--- src/rtl/cpu_pkg.sv ---
// Shared CPU definitions.
// Op encodings and default widths.
package cpu_pkg;
  localparam int OP_W       = 3;
  localparam int ADDR_W_DEF = 8;

  localparam logic [OP_W-1:0] OP_SEQ  = 3'd0;
  localparam logic [OP_W-1:0] OP_BR   = 3'd1;
  localparam logic [OP_W-1:0] OP_JMP  = 3'd2;
  localparam logic [OP_W-1:0] OP_CALL = 3'd3;
  localparam logic [OP_W-1:0] OP_RET  = 3'd4;
endpackage

--- src/rtl/pc_ras.sv ---
// Return-address stack.
// Circular LIFO; a push while full overwrites the oldest entry.
module pc_ras
  import cpu_pkg::*;
#(
  parameter int ADDR_W    = ADDR_W_DEF,
  parameter int RAS_DEPTH = 4
) (
  input  logic              clk,
  input  logic              rst,
  input  logic              push,
  input  logic              pop,
  input  logic [ADDR_W-1:0] din,
  output logic [ADDR_W-1:0] dout,
  output logic              empty,
  output logic              full,
  output logic              ovf
);
  localparam int PW = $clog2(RAS_DEPTH);

  logic [ADDR_W-1:0] r_mem [RAS_DEPTH];
  logic [PW-1:0]     r_wp;
  logic [PW:0]       r_cnt;
  logic [PW-1:0]     w_rp;

  assign w_rp  = r_wp - PW'(1);
  assign dout  = r_mem[w_rp];
  assign empty = (r_cnt == '0);
  assign full  = (r_cnt == (PW+1)'(RAS_DEPTH));
  assign ovf   = push && full;

  // Write pointer and occupancy; count saturates when full.
  always_ff @(posedge clk) begin
    if (rst) begin
      r_wp  <= '0;
      r_cnt <= '0;
    end else if (push) begin
      r_wp <= r_wp + PW'(1);
      if (!full)
        r_cnt <= r_cnt + (PW+1)'(1);
    end else if (pop && !empty) begin
      r_wp  <= w_rp;
      r_cnt <= r_cnt - (PW+1)'(1);
    end
  end

  // Entry storage; contents need no reset.
  always_ff @(posedge clk) begin
    if (push)
      r_mem[r_wp] <= din;
  end
endmodule

--- src/rtl/pc_unit.sv ---
// Fetch-stage program counter.
// Next-PC select, PC register, return stack and error pulses.
module pc_unit
  import cpu_pkg::*;
#(
  parameter int                ADDR_W     = ADDR_W_DEF,
  parameter int                STEP       = 1,
  parameter logic [ADDR_W-1:0] RESET_ADDR = '0,
  parameter logic [ADDR_W-1:0] TRAP_ADDR  = ADDR_W'(8'hF0),
  parameter int                RAS_DEPTH  = 4
) (
  input  logic              clk,
  input  logic              rst,
  input  logic              en,
  input  logic              trap,
  input  logic [OP_W-1:0]   op,
  input  logic [ADDR_W-1:0] tgt,
  input  logic [ADDR_W-1:0] off,
  output logic [ADDR_W-1:0] pc,
  output logic              ras_empty,
  output logic              ras_full,
  output logic              err_ovf,
  output logic              err_unf
);
  logic [ADDR_W-1:0] r_pc;
  logic [ADDR_W-1:0] w_pc_nxt;
  logic [ADDR_W-1:0] w_pc_inc;
  logic [ADDR_W-1:0] w_ras_dout;
  logic              w_act;
  logic              w_call;
  logic              w_ret;
  logic              w_pop;
  logic              w_empty;
  logic              w_full;
  logic              w_ovf;
  logic              r_ovf;
  logic              r_unf;

  assign w_pc_inc = r_pc + ADDR_W'(STEP);
  assign w_act    = !trap && en;
  assign w_call   = w_act && (op == OP_CALL);
  assign w_ret    = w_act && (op == OP_RET);
  assign w_pop    = w_ret && !w_empty;

  pc_ras #(
    .ADDR_W    (ADDR_W),
    .RAS_DEPTH (RAS_DEPTH)
  ) u_ras (
    .clk   (clk),
    .rst   (rst),
    .push  (w_call),
    .pop   (w_pop),
    .din   (w_pc_inc),
    .dout  (w_ras_dout),
    .empty (w_empty),
    .full  (w_full),
    .ovf   (w_ovf)
  );

  // Next-PC select: trap beats stall beats op.
  always_comb begin
    w_pc_nxt = r_pc;
    if (trap) begin
      w_pc_nxt = TRAP_ADDR;
    end else if (en) begin
      unique case (op)
        OP_SEQ:  w_pc_nxt = w_pc_inc;
        OP_BR:   w_pc_nxt = r_pc + off;
        OP_JMP:  w_pc_nxt = tgt;
        OP_CALL: w_pc_nxt = tgt;
        OP_RET:  w_pc_nxt = w_empty ? w_pc_inc : w_ras_dout;
        default: w_pc_nxt = r_pc;
      endcase
    end
  end

  // PC register and single-cycle error pulses.
  always_ff @(posedge clk) begin
    if (rst) begin
      r_pc  <= RESET_ADDR;
      r_ovf <= 1'b0;
      r_unf <= 1'b0;
    end else begin
      r_pc  <= w_pc_nxt;
      r_ovf <= w_ovf;
      r_unf <= w_ret && w_empty;
    end
  end

  assign pc        = r_pc;
  assign ras_empty = w_empty;
  assign ras_full  = w_full;
  assign err_ovf   = r_ovf;
  assign err_unf   = r_unf;
endmodule

--- config.mk ---
export PLATFORM = sky130hd
export DESIGN_NAME = pc_unit
export DESIGN_NICKNAME = d
export VERILOG_FILES = /design/src/rtl/cpu_pkg.sv /design/src/rtl/pc_ras.sv /design/src/rtl/pc_unit.sv
export SDC_FILE = /design/constraint.sdc
export NUM_CORES = 1
export LEC_CHECK = 0
export CAP_MARGIN = 20
export CORE_MARGIN = 1
export CORE_UTILIZATION = 51
export DETAILED_ROUTE_END_ITERATION = 12
export DONT_BUFFER_PORTS = 1
export GPL_TIMING_DRIVEN = 0
export PLACE_DENSITY = 0.66
export SKIP_CTS_REPAIR_TIMING = 1
export SYNTH_ARGS = -nofsm -noshare
export SYNTH_HDL_FRONTEND = slang
export SYNTH_SLANG_ARGS = --single-unit
--- constraint.sdc ---
create_clock -name clk -period 2.55 [get_ports clk]
set_input_delay 0.51 -clock clk [delete_from_list [all_inputs] [get_ports clk]]
set_output_delay 0.51 -clock clk [all_outputs]
set_load 0.01 [all_outputs]
==> results.json <==
{
  "ys_types": 45,
  "placed_area_sq_um": 2606,
  "htree_levels": 2,
  "die_h_um": 72.33,
  "die_w_um": 72.33,
  "num_rows": 25,
  "hold_viol_final": 0,
  "insertion_delay_ns": 0.30,
  "r2r_start": "u_ras.r_wp[0]",
  "crit_type": "reg -> reg",
  "area_delta_synth_final_pct": 6.597,
  "clk_pin_slew_ns": 0.08,
  "grt_max_degree": 16,
  "yosys.area.top_type": "edfxtp_1",
  "p_leak_nw": 0.9375,
  "grt_pass1_wl_mm": 8.121,
  "syn_nets": 259,
  "regToRegEndpoint": "pc[7]",
  "clockRootBuffer": "clkbuf_8",
  "timing.final.ws_setup_ns": 0.2808,
  "synth.yosys.seq_area_share_pct": 50.00,
  "hold_path_class": "in -> reg",
  "maxCapViolCount": 0,
  "yosysWarnings": 0,
  "vias": 1727,
  "pre_cts_ws_ns": 0.03082,
  "syn_area_per_cell_sq_um": 11.36,
  "cts_made_buffers": 5,
  "synth_seq_cells": 47,
  "cp_max_fo": 11,
  "cp.arrival_ns": 2.46,
  "hold_slack_ns": 0.3977,
  "grt_pass1_vias": 1699,
  "die_area_sq_um": 5231,
  "wirelength_mm": 5.056,
  "finalCriticalPeriod_ns": 2.269,
  "power_mw": 1.443,
  "status": "completed",
  "rr_worst_depth": 6,
  "rsz0062_at_grt": "no",
  "dp.cells": 289,
  "min_to": "err_unf",
  "gp_congestion": 0.7868,
  "antenna_found_initial": 0,
  "cp_slowest_cell": "ha_1",
  "tns_ns": 0,
  "async_flop_share_pct": 0,
  "rrSetupSlack_ns": 0.28,
  "worst_slew_pin_slew_ns": 0.8360,
  "synth.top_cells.by_area": "edfxtp_1, dfxtp_1, mux4_2",
  "setup-violations-final": 0,
  "cp_num_buf_inv": 2,
  "diodes": 0,
  "drc": 0,
  "instances_no_fill": 296,
  "cpPeakStageDelay_ns": 0.58,
  "detail_route.first_pass.iterations": 4,
  "min_path_cells": 2,
  "synth_area_sq_um": 2522,
  "finalClockSkew_ns": 0.003301,
  "io_pins": 35,
  "utilization_pct": 56.55,
  "cellPowerDensity_nw_per_um2": 536.8,
  "ir_drop_mv": 0.3305,
  "ys.flop_type": "edfxtp_1",
  "numClockSinks": 47,
  "fmax_mhz": 440.7,
  "yosysMostFrequentCell": "edfxtp_1",
  "drive_gt1_share_pct": 10.48,
  "nFillCells": 413,
  "io_buffers": 0,
  "wire_per_inst_um": 17.08,
  "slew_headroom_pct": 44.15,
  "final_max_slew_viol_count": 0,
  "start_kind": "register",
  "vias_per_cell": 5.834,
  "crit_family": "adder cells",
  "cts_tree": "done",
  "syn_inst": 222,
  "post-route-period-util_pct": 88.99,
  "grt_use_total_pct": 21.02,
  "clockBufferDepth": 2,
  "min_from": "en",
  "drtAntennaViolNets": 0,
  "dp_hpwl_mm": 3.779,
  "core-area_sq_um": 4755,
  "synth-edff-count": 32,
  "globalRouteOverflowTotal": 0,
  "cp.required_ns": 2.74,
  "synth_top_cells_by_count": "edfxtp_1, o21ai_0, a21oi_1",
  "synth_top_area_share_pct": 38.10,
  "path_cells": "buf_2 > inv_1 > ha_1 > mux4_2 > a221oi_1 > o22ai_1",
  "initial_core_util_pct": 53.05,
  "drtIter0Drc": 142,
  "layout.nets": 265,
  "finalInstanceArea_sq_um": 2689,
  "end_kind": "register"
}
## per-layer routing
layer | part of all wire [%] | GRT usage, % | routed length [um] | up-vias
li1 | - | - | - | 852
met1 | 48 | 28.51 | 2443 | 823
met2 | 46 | 33.23 | 2306 | 45
met4 | 1.3 | 8.497 | 68 | 0
met5 | 0 | 0 | 0 | -
met3 | 4.7 | 4.167 | 237 | 7
## worst max-delay path by stage
| stage | start | to | slack (ns) | depth (start not counted) |
|---|---|---|---|---|
| 6_report | u_ras.r_wp[0] | pc[7] | 0.28 | 6 |
| 5_1_grt | u_ras.r_wp[0] | pc[2] | 0.08 | 6 |
| 4_1_cts | u_ras.r_wp[0] | pc[7] | 0.009 | 7 |
| 3_5_place_dp | u_ras.r_wp[0] | pc[7] | 0.03 | 7 |
| 3_3_place_gp | u_ras.r_wp[0] | pc[7] | 0.05 | 7 |
| 2_1_floorplan | u_ras.r_wp[0] | pc[7] | 0.44 | 7 |
## where the power goes
| part | switching, mW | total, mW | leakage (nW) | internal [mW] |
|---|---|---|---|---|
| registers | 0.0220 | 0.849 | 0.410 | 0.827 |
| clock network | 0.246 | 0.437 | 0.0460 | 0.192 |
| logic | 0.0911 | 0.157 | 0.482 | 0.0663 |
## sequential cells by signal, indices dropped and copies added (netlist names)
name and count:
pc 8, u_ras.r_cnt 3, err_ovf 1, u_ras.r_wp 2
err_unf 1, u_ras.r_mem 32
## cell usage in the layout (no fill, tap or decap), types with 2 or more instances in the layout
master / netlist / routed
edfxtp_1: 32 / 32
o21ai_0: 21 / 21
a21oi_1: 18 / 18
dfxtp_1: 15 / 15
nor2_1: 14 / 14
ha_1: 12 / 12
nand2_1: 9 / 9
xnor2_1: 8 / 8
mux4_2: 8 / 8
inv_1: 7 / 7
and3_1: 7 / 7
nand2b_1: 7 / 7
nand3_1: 6 / 6
clkbuf_8: 0 / 5
nor2b_1: 4 / 4
o21a_1: 4 / 4
a221oi_1: 4 / 4
xor2_1: 3 / 3
nor3_1: 3 / 3
clkbuf_1: 4 / 3
nor3b_1: 3 / 3
a31oi_1: 3 / 3
o22ai_1: 3 / 3
buf_2: 2 / 2
or2_2: 2 / 2
a32oi_1: 2 / 2
fa_1: 2 / 2
## cells by family after synthesis
logic type | count (synthesis) | share of synthesized area (%)
adder cells (fa/ha/maj) | 14 | 7.540
multiplexers | 9 | 7.540
AND/OR/NAND/NOR | 61 | 13.05
flip-flops | 47 | 50.00
AO/OA/AOI/OAI | 64 | 15.43
XOR/XNOR | 11 | 3.820
buffers and inverters | 16 | 2.629
## layout make-up
class                      instances  area (sq um)  share of cell area, %
clock buffer                       5         68.82                  2.559
tap                               67         83.83                  3.118
inverter                           8         30.03                  1.117
buffer                             7         32.53                  1.210
sequential                        47          1261                  46.91
clock inverter                     3         17.52                 0.6515
multi-input combinational        159          1195                  44.44
No activity file was read; power rests on OpenSTA's default activity.
